<file path="config.mk">
export PLATFORM = sky130hd
export DESIGN_NAME = panel_mem_seq_flat
export DESIGN_NICKNAME = d
export VERILOG_FILES = /design/src/rtl/panel_seq_pkg.sv /design/src/rtl/panel_mem_seq_if.sv /design/src/rtl/panel_edge.sv /design/src/rtl/panel_mem_seq.sv /design/src/flat_wrapper.sv
export SDC_FILE = /design/constraint.sdc
export NUM_CORES = 1
export LEC_CHECK = 0
export BUFFER_PORTS_ARGS = -buffer_cell sky130_fd_sc_hd__buf_2
export CORE_MARGIN = 3
export CORE_UTILIZATION = 50
export DETAILED_ROUTE_END_ITERATION = 8
export GPL_ROUTABILITY_DRIVEN = 0
export PLACE_DENSITY = 0.79
export SLEW_MARGIN = 40
export SYNTH_ARGS = -nofsm -noshare
export SYNTH_HDL_FRONTEND = slang
export SYNTH_SLANG_ARGS = --single-unit
</file>
<file path="constraint.sdc">
create_clock -name clk -period 5.9 [get_ports clk]
set_clock_uncertainty 0.2 [all_clocks]
set_input_delay 0.885 -clock clk [delete_from_list [all_inputs] [get_ports clk]]
set_output_delay 0.885 -clock clk [all_outputs]
set_load 0.02 [all_outputs]
</file>
<file path="src/rtl/panel_seq_pkg.sv">
// panel_seq_pkg: shared definitions for the front-panel memory sequencer.
//   - state_t         : sequencer state encoding
//   - ADDR_W_DEF      : default panel/memory address width
//   - DATA_W_DEF      : default memory data width
//   - TIMEOUT_CYC_DEF : default grant-wait limit (PANEL_SEQ_TIMEOUT_EN builds)
package panel_seq_pkg;

    localparam int unsigned ADDR_W_DEF      = 16;
    localparam int unsigned DATA_W_DEF      = 8;
    localparam int unsigned TIMEOUT_CYC_DEF = 255;

    typedef enum logic [2:0] {
        ST_IDLE,
        ST_LOAD,
        ST_WRITE,
        ST_INC,
        ST_DEC,
        ST_READ,
        ST_DONE
    } state_t;

endpackage

</file>
<file path="src/rtl/panel_mem_seq_if.sv">
// panel_mem_seq_if: single-byte memory bus between the panel sequencer and
// the memory arbiter.
//   mem_req   : bus request (sequencer -> arbiter)
//   mem_we    : write enable, qualified by mem_req
//   mem_addr  : bus address
//   mem_wdata : write data
//   mem_gnt   : grant; transfer completes when mem_req & mem_gnt
//   mem_rdata : read data, valid in the grant cycle
// Modports: master (sequencer side), slave (arbiter/memory side).
interface panel_mem_seq_if #(
    parameter int unsigned ADDR_W = 16,
    parameter int unsigned DATA_W = 8
);
    logic              mem_req;
    logic              mem_we;
    logic [ADDR_W-1:0] mem_addr;
    logic [DATA_W-1:0] mem_wdata;
    logic              mem_gnt;
    logic [DATA_W-1:0] mem_rdata;

    modport master (
        output mem_req, mem_we, mem_addr, mem_wdata,
        input  mem_gnt, mem_rdata
    );

    modport slave (
        input  mem_req, mem_we, mem_addr, mem_wdata,
        output mem_gnt, mem_rdata
    );
endinterface

</file>
<file path="src/rtl/panel_edge.sv">
// panel_edge: rising-edge detector for one level input.
//   clk   : system clock
//   rst   : synchronous active-high reset
//   level : input level (already debounced / synchronous)
//   rise  : high in the first cycle that level is high
module panel_edge (
    input  logic clk,
    input  logic rst,
    input  logic level,
    output logic rise
);
    logic prev;

    always_ff @(posedge clk) begin
        if (rst) prev <= 1'b0;
        else     prev <= level;
    end

    assign rise = level & ~prev;
endmodule

</file>
<file path="src/rtl/panel_mem_seq.sv">
// panel_mem_seq: front-panel memory access sequencer. Turns load,
// store-increment and decrement button presses into single-byte memory
// transactions while the CPU is stopped, owns the panel address register
// and latches the byte read back for display.
//   clk, rst   : clock, synchronous active-high reset
//   stopped    : CPU halted; accesses only allowed while high
//   b_load, b_storeinc, b_dec : button levels
//   disp       : 24-bit panel entry
//   addr       : panel address register (also drives bus.mem_addr)
//   data_out   : last byte read at addr
//   busy       : high whenever the sequencer is not idle
//   clear_disp : one-cycle pulse asking the panel to clear its entry
//   err        : sticky grant-timeout flag
//   bus        : memory bus (master modport)
// Optional feature macro: PANEL_SEQ_TIMEOUT_EN enables the grant-wait
// timeout and err; otherwise the sequencer waits indefinitely, err = 0.
module panel_mem_seq
    import panel_seq_pkg::*;
#(
    parameter int unsigned ADDR_W      = ADDR_W_DEF,
    parameter int unsigned DATA_W      = DATA_W_DEF,
    parameter int unsigned TIMEOUT_CYC = TIMEOUT_CYC_DEF
) (
    input  logic              clk,
    input  logic              rst,
    input  logic              stopped,
    input  logic              b_load,
    input  logic              b_storeinc,
    input  logic              b_dec,
    input  logic [23:0]       disp,
    output logic [ADDR_W-1:0] addr,
    output logic [DATA_W-1:0] data_out,
    output logic              busy,
    output logic              clear_disp,
    output logic              err,
    panel_mem_seq_if.master   bus
);
    state_t            state;
    logic              load_e, st_e, dec_e, stop_e;
    logic              req_q, we_q;
    logic [DATA_W-1:0] wdata_q;
    logic              waiting;   // in a bus state with no grant this cycle
    logic              tmo;       // grant wait limit reached this cycle
    logic              accept;    // commands only taken when idle and stopped

    panel_edge u_edge_load (.clk(clk), .rst(rst), .level(b_load),     .rise(load_e));
    panel_edge u_edge_st   (.clk(clk), .rst(rst), .level(b_storeinc), .rise(st_e));
    panel_edge u_edge_dec  (.clk(clk), .rst(rst), .level(b_dec),      .rise(dec_e));
    panel_edge u_edge_stop (.clk(clk), .rst(rst), .level(stopped),    .rise(stop_e));

    assign accept  = (state == ST_IDLE) && stopped;
    assign waiting = ((state == ST_WRITE) || (state == ST_READ)) && !bus.mem_gnt;

`ifdef PANEL_SEQ_TIMEOUT_EN
    logic [7:0] wait_cnt;
    logic       err_q;

    assign tmo = waiting && (wait_cnt == 8'(TIMEOUT_CYC - 1));

    always_ff @(posedge clk) begin
        if (rst) begin
            wait_cnt <= '0;
            err_q    <= 1'b0;
        end else begin
            wait_cnt <= waiting ? wait_cnt + 8'd1 : '0;
            if (tmo)                   err_q <= 1'b1;
            else if (accept && load_e) err_q <= 1'b0;
        end
    end

    assign err = err_q;
`else
    assign tmo = 1'b0;
    assign err = 1'b0;
`endif

    always_ff @(posedge clk) begin
        if (rst) begin
            state      <= ST_IDLE;
            addr       <= '0;
            data_out   <= '0;
            busy       <= 1'b0;
            clear_disp <= 1'b0;
            req_q      <= 1'b0;
            we_q       <= 1'b0;
            wdata_q    <= '0;
        end else begin
            clear_disp <= 1'b0;
            case (state)
                ST_IDLE: begin
                    if (accept) begin
                        // Fixed priority: load > storeinc > dec > stopped edge.
                        if (load_e) begin
                            state <= ST_LOAD;
                            busy  <= 1'b1;
                        end else if (st_e) begin
                            state   <= ST_WRITE;
                            busy    <= 1'b1;
                            req_q   <= 1'b1;
                            we_q    <= 1'b1;
                            // Captured once so the bus stays stable while
                            // the panel entry changes during a grant wait.
                            wdata_q <= disp[DATA_W-1:0];
                        end else if (dec_e) begin
                            state <= ST_DEC;
                            busy  <= 1'b1;
                        end else if (stop_e) begin
                            state <= ST_READ;
                            busy  <= 1'b1;
                            req_q <= 1'b1;
                            we_q  <= 1'b0;
                        end
                    end
                end
                ST_LOAD: begin
                    addr  <= disp[ADDR_W-1:0];
                    state <= ST_READ;
                    req_q <= 1'b1;
                    we_q  <= 1'b0;
                end
                ST_INC, ST_DEC: begin
                    addr  <= (state == ST_INC) ? addr + 1'b1 : addr - 1'b1;
                    state <= ST_READ;
                    req_q <= 1'b1;
                    we_q  <= 1'b0;
                end
                ST_WRITE, ST_READ: begin
                    // A grant wins over stopped falling in the same cycle.
                    if (bus.mem_gnt) begin
                        req_q <= 1'b0;
                        we_q  <= 1'b0;
                        if (state == ST_READ) begin
                            data_out   <= bus.mem_rdata;
                            clear_disp <= 1'b1;
                            state      <= ST_DONE;
                        end else begin
                            state <= ST_INC;
                        end
                    end else if (!stopped || tmo) begin
                        req_q <= 1'b0;
                        we_q  <= 1'b0;
                        busy  <= 1'b0;
                        state <= ST_IDLE;
                    end
                end
                ST_DONE: begin
                    busy  <= 1'b0;
                    state <= ST_IDLE;
                end
                default: begin
                    busy  <= 1'b0;
                    req_q <= 1'b0;
                    we_q  <= 1'b0;
                    state <= ST_IDLE;
                end
            endcase
        end
    end

    assign bus.mem_req   = req_q;
    assign bus.mem_we    = we_q;
    assign bus.mem_addr  = addr;
    assign bus.mem_wdata = wdata_q;
endmodule

</file>
<file path="src/flat_wrapper.sv">
// flat-port wrapper written by rule: the top's interface ports become plain ports
module panel_mem_seq_flat import panel_seq_pkg::*;
#(
    parameter int unsigned ADDR_W      = ADDR_W_DEF,
    parameter int unsigned DATA_W      = DATA_W_DEF,
    parameter int unsigned TIMEOUT_CYC = TIMEOUT_CYC_DEF
)
  (clk, rst, stopped, b_load, b_storeinc, b_dec, disp, addr, data_out, busy, clear_disp, err, bus_mem_req, bus_mem_we, bus_mem_addr, bus_mem_wdata, bus_mem_gnt, bus_mem_rdata);
  panel_mem_seq_if #(.ADDR_W(ADDR_W), .DATA_W(DATA_W)) bus_i ();
  input  logic clk;
  input  logic rst;
  input  logic stopped;
  input  logic b_load;
  input  logic b_storeinc;
  input  logic b_dec;
  input  logic [23:0] disp;
  output logic [ADDR_W-1:0] addr;
  output logic [DATA_W-1:0] data_out;
  output logic busy;
  output logic clear_disp;
  output logic err;
  output wire logic [$bits(bus_i.mem_req)-1:0] bus_mem_req;
  output wire logic [$bits(bus_i.mem_we)-1:0] bus_mem_we;
  output wire logic [$bits(bus_i.mem_addr)-1:0] bus_mem_addr;
  output wire logic [$bits(bus_i.mem_wdata)-1:0] bus_mem_wdata;
  input wire logic [$bits(bus_i.mem_gnt)-1:0] bus_mem_gnt;
  input wire logic [$bits(bus_i.mem_rdata)-1:0] bus_mem_rdata;
  assign bus_mem_req = bus_i.mem_req;
  assign bus_mem_we = bus_i.mem_we;
  assign bus_mem_addr = bus_i.mem_addr;
  assign bus_mem_wdata = bus_i.mem_wdata;
  assign bus_i.mem_gnt = bus_mem_gnt;
  assign bus_i.mem_rdata = bus_mem_rdata;
  panel_mem_seq #(.ADDR_W(ADDR_W), .DATA_W(DATA_W), .TIMEOUT_CYC(TIMEOUT_CYC)) u_core (.clk(clk), .rst(rst), .stopped(stopped), .b_load(b_load), .b_storeinc(b_storeinc), .b_dec(b_dec), .disp(disp), .addr(addr), .data_out(data_out), .busy(busy), .clear_disp(clear_disp), .err(err), .bus(bus_i));
endmodule
</file>
## Word-level counts from Yosys, hierarchy flattened

Index checks and enable logic that the tools add are counted.

- Flip-flop bits (word level): 43
- Output and inout port bits: 53

- Add/sub/neg operators: 2
- Eq/ne operators: 14
- Multiplexer cells: 32
- Bitwise logic cells: 13
- Reductions and logical operators: 12

Operators with widths:

| cell | count |
|---|---|
| 16-bit case mux with 2 select lines | 1 |
| 3-bit two-way mux | 8 |
| 1-bit two-way mux | 18 |
| 16-bit by 1-bit adder with 16-bit output (second input constant) | 1 |
| 16-bit two-way mux | 1 |
| 16-bit by 1-bit subtractor with 16-bit output (second input constant) | 1 |
| 3-bit == test (second input constant) | 3 |
| 1-bit NOT | 9 |
| 3-bit case mux with 3 select lines | 1 |
| 3-bit by 2-bit == test with 1-bit output (second input constant) | 2 |
| 2-bit != test (second input constant) | 3 |
| 1-bit case mux with 3 select lines | 2 |
| 3-bit AND reduction | 2 |
| 6-bit AND reduction | 1 |
| 3-bit OR reduction | 2 |
| 5-bit by 1-bit != test with 1-bit output (second input constant) | 1 |
| 5-bit AND reduction | 1 |
| 1-bit AND | 4 |
| 1-bit case mux with 4 select lines | 1 |
| 4-bit AND reduction | 1 |
| 2-bit OR reduction | 2 |
| 3-bit by 1-bit == test with 1-bit output (second input constant) | 1 |
| 3-bit zero test | 1 |
| 3-bit by 1-bit != test with 1-bit output (second input constant) | 1 |
| other kinds (5) | 5 |

## Logic depth before layout (Yosys ltp)

- Depth after elaboration: 8
- Depth in mapped cells: 11

## Hierarchy

Synthesis repeated with hierarchy kept, for this count alone.

- Cells, all modules: 343
- Area total of the unflattened synthesis: 2856.5 um^2

By module, submodules not included:

| module | instances | cells an instance | area each (um^2) | seq. area each (um^2) |
|---|---|---|---|---|
| panel_mem_seq | 1 | 331 | 2666.3 | 780.7 |
| panel_edge | 4 | 3 | 47.5 | 20.0 |

## Worst setup path after synthesis

OpenSTA, ideal clock, no wires.

- Path kind: reg-to-reg
- From: reg u_core.state[0]
- To: reg u_core.addr[13]
- Data arrival time: 2.635 ns
- Slack: 2.961 ns
- Stages on the path, launching flop included: 11
- Buffers on the path: 1
- Cells stage by stage: dfxtp_1 -> nor2b_2 -> nand2_1 -> ha_1 -> buf_2 -> a21oi_1 -> o22ai_1 -> a211oi_1 -> o31ai_2 -> mux2i_1 -> a2111oi_2

- Longest elaborated chain between the ends: 3
- Elaborated cells between the ends (all ways): 7
- Those cells by class: 3 x eq/ne; 2 x mux; 2 x reduce/logical

RTL lines:

| what | RTL line | source |
|---|---|---|
| from (decl) | panel_mem_seq.sv:38 | `state_t state;` |
| from (signal assigned) | panel_mem_seq.sv:79 | `state <= ST_IDLE;` |
| from (signal assigned) | panel_mem_seq.sv:94 | `state <= ST_LOAD;` |
| from (signal assigned) | panel_mem_seq.sv:97 | `state <= ST_WRITE;` |
| 3-bit by 2-bit == test with 1-bit output or 3-bit == test (tied branches) | panel_mem_seq.sv:89, panel_mem_seq.sv:122 |  |
| 16-bit two-way mux or 2-bit OR reduction (tied branches) | - |  |
| 16-bit case mux with 2 select lines or 2-bit nonzero test (tied branches) | - |  |
| to (signal assigned) | panel_mem_seq.sv:116 | `addr <= disp[ADDR_W-1:0];` |
| to (signal assigned) | panel_mem_seq.sv:122 | `addr <= (state == ST_INC) ? addr + 1'b1 : addr - 1'b1;` |
| to (decl) | panel_mem_seq.sv:31 | `output logic [ADDR_W-1:0] addr,` |

Several ways; a longest one is shown, not always the timed one.
A chain may end at the register's enable or synchronous reset.

## Worst setup path in the final report

Ends and elaborated chain as after synthesis.

==> metrics.cfg <==
[run_status]
status=finished, final reports clean

[clocking]
postCtsSetupBuffers=0
cts_tree=built
postCtsResizedCells=0
cts-htree-levels=2
numCtsBuffers=5
clock_path_buffers=2
path_clk_slew_ns=0.08
clock_sinks=43
holdBufCountCts=0
cts_root_buf=clkbuf_8
worstSkewPairLatency_ns=0.29

[route]
drt_iter0_drc=113
wl_per_cell_um=13.7
ant_nets=0
num_vias=2596
drc=0
drt-total-wl_um=6500
detail_route.first_pass.iterations=4
vias_per_cell=5.49

[yosys]
syn_avg_cell_area_um2=7.99
synthFlopType=dfxtp_1
synth_edf_count=0
synthXorXnorAreaFrac_pct=3.48
synthMuxAreaShare_pct=4.39
synthAdderAreaFrac_pct=7.96
ys_warn_count=0
synth_seq_cells=43
synthSimpleGateAreaFrac_pct=21.6
synth_top_family_by_area=compound AO/OA/AOI/OAI gates
yosysSeqAreaShare_pct=31.1
synth_cells=346
synth_compound_area_share_pct=23.3
ys_async_sr_fraction_pct=0
syn_area_um2=2770
yosysUniqueCellTypes=55
syn_nets=402

[timing]
relSlewSlack_pct=48.4
tightest_slew_ns=0.774
hold_viol=0
fin_crit_sh_pct=63.4
setup_tns_ns=0
fin_ws_ns=2.16
maxSlewViolCount=0
timing.final.crit_period_ns=3.74
fmax_mhz=267
rsz0062_at_grt=no
setup_viol=0

[die]
core-area_um2=5240
num_rows=26
die_h_um=80.4
start_util_pct=52.8
io_pins=92
dieArea_um2=6460
die_w_um=80.4

[worst_setup_path]
crit_path_max_fanout=19
cp-start-kind=register
crit_type=reg -> reg
worstPathRequired_ns=5.89
end_kind=register
arrival_ns=3.73

[global_routing]
grt_pass1_vias=2313
grt.overflow.total=0
grt_usage_pct=20.3
antenna_found_initial=0
grt_pass1_wl_um=10500
grt_max_degree=44

[power]
p_total_w=0.00208
irDropWorstVdd_mv=0.321
p_per_area_nw_per_um2=650
p_leak_nw=1.46

[place]
dpl.hpwl_um=4750
portBuffers=82
dpl_cell_area_um2=3070
pre_cts_ws_ns=2.25

[layout]
final_cell_mix=buf_2, dfxtp_1, nand2_1, nor2_1, a21oi_1
layout_commonest_cell=buf_2
fillers=485
drive_gt1_share_pct=25.6
postLayoutCellArea_um2=3200
num_antenna_cells=0
area_growth_pct=15.7
fin_util_pct=61.1
nets=459

[flow_run]
max_cap_viol_count=0

[hold_path]
min_path_type=reg -> reg

==> path summary, 6_finish.rpt <==
| kind | start | to | slack, ns | cells past startpoint |
|---|---|---|---|---|
| worst min register to register | u_core.data_out[7] | u_core.data_out[7] | 0.25 | 2 |
| worst max register to register | u_core.state[0] | u_core.addr[13] | 2.16 | 9 |
| worst min-delay path | u_core.data_out[7] | u_core.data_out[7] | 0.25 | 2 |
| worst max-delay path | u_core.state[0] | u_core.addr[13] | 2.16 | 9 |
==> per-layer routing <==
metal	vias to the layer above	wire, um	part of all wire (%)	global-route usage, %
li1	1338	-	-	-
met1	1174	3090	47	26.8
met2	77	3020	46	33.9
met3	7	299	4.6	2.47
met4	0	91	1.4	7.26
met5	-	0	0	0
==> cell type report <==
class / instances / area, um^2 / area share [%]
inverters: 5 / 18.8 / 0.587
clock inverters: 1 / 30.0 / 0.939
repair buffers: 84 / 445 / 13.9
well taps: 70 / 87.6 / 2.74
flip-flops and latches: 43 / 861 / 26.9
clock buffers: 6 / 72.6 / 2.27
multi-input cells: 264 / 1680 / 52.6
==> cell usage after synthesis (all sizes together) (2+ instances only) <==
| cell | instances | area share (%) |
|---|---|---|
| dfxtp | 43 | 31 |
| nand2 | 41 | 5.6 |
| nor2 | 36 | 5.2 |
| a21oi | 30 | 5.6 |
| buf | 26 | 6.2 |
| ha | 16 | 7.2 |
| o21ai | 12 | 2.2 |
| mux2i | 11 | 4.0 |
| a211oi | 10 | 2.7 |
| nor2b | 9 | 2.1 |
| clkbuf | 8 | 1.1 |
| nand3 | 8 | 1.6 |
| nor3 | 8 | 1.6 |
| o22ai | 8 | 1.8 |
| xnor2 | 8 | 2.5 |
| a21o | 7 | 1.9 |
| a31oi | 6 | 1.4 |
| nand2b | 6 | 1.4 |
| inv | 5 | 0.68 |
| o211ai | 5 | 1.4 |
| or3 | 4 | 0.90 |
| a311oi | 3 | 0.95 |
| nand3b | 3 | 0.81 |
| nand4 | 3 | 0.68 |
| nor4 | 3 | 0.68 |
| xor2 | 3 | 0.95 |
| a211o | 2 | 0.63 |
| a22oi | 2 | 0.54 |
| a31o | 2 | 0.63 |
| and3 | 2 | 0.45 |
| o21a | 2 | 0.54 |
| o31ai | 2 | 0.72 |
==> kinds of logic (layout without fill, tap and decap cells) <==
group                      after synthesis  count (layout)
xor gates and xnor gates                11              11
adders and majority gates               17              17
DFF                                     43              43
other                                    1               1
AOI/OAI and AO/OA                       98              98
muxes                                   12              12
buffers and inverters                   39              96
and+or+nand+nor                        125             125
==> metrics by stage <==
step / instances / hold WS (ns)
after global placement: 465 / 0.240
after detailed placement: 465 / 0.246
after floorplan: 346 / 0.335
final: 473 / 0.253
after global routing: 473 / 0.278
after CTS: 472 / 0.257
==> state kept, by name (all words and copies together) (netlist names), 3 cells and up <==
signal	flops
u_core.bus.mem_wdata	8
u_core.addr	16
u_core.state	3
u_core.data_out	8
==> worst max-delay path, stage by stage, from the launching register on <==
cell and delay (ns):
dfxtp_1 0.61, nor2b_2 0.29, nand2_1 0.47, ha_1 0.62
a21oi_1 0.29, o22ai_1 0.14, a211oi_1 0.33, o31ai_2 0.17
mux2i_1 0.16, a2111oi_2 0.36
==> where the power goes <==
group / total, W / switching (W) / internal, W
logic: 0.00140 / 0.000823 / 0.000578
clock network: 0.000220 / 0.0000964 / 0.000124
registers: 0.000458 / 0.0000925 / 0.000365
No activity file was read; power rests on OpenSTA's default activity.
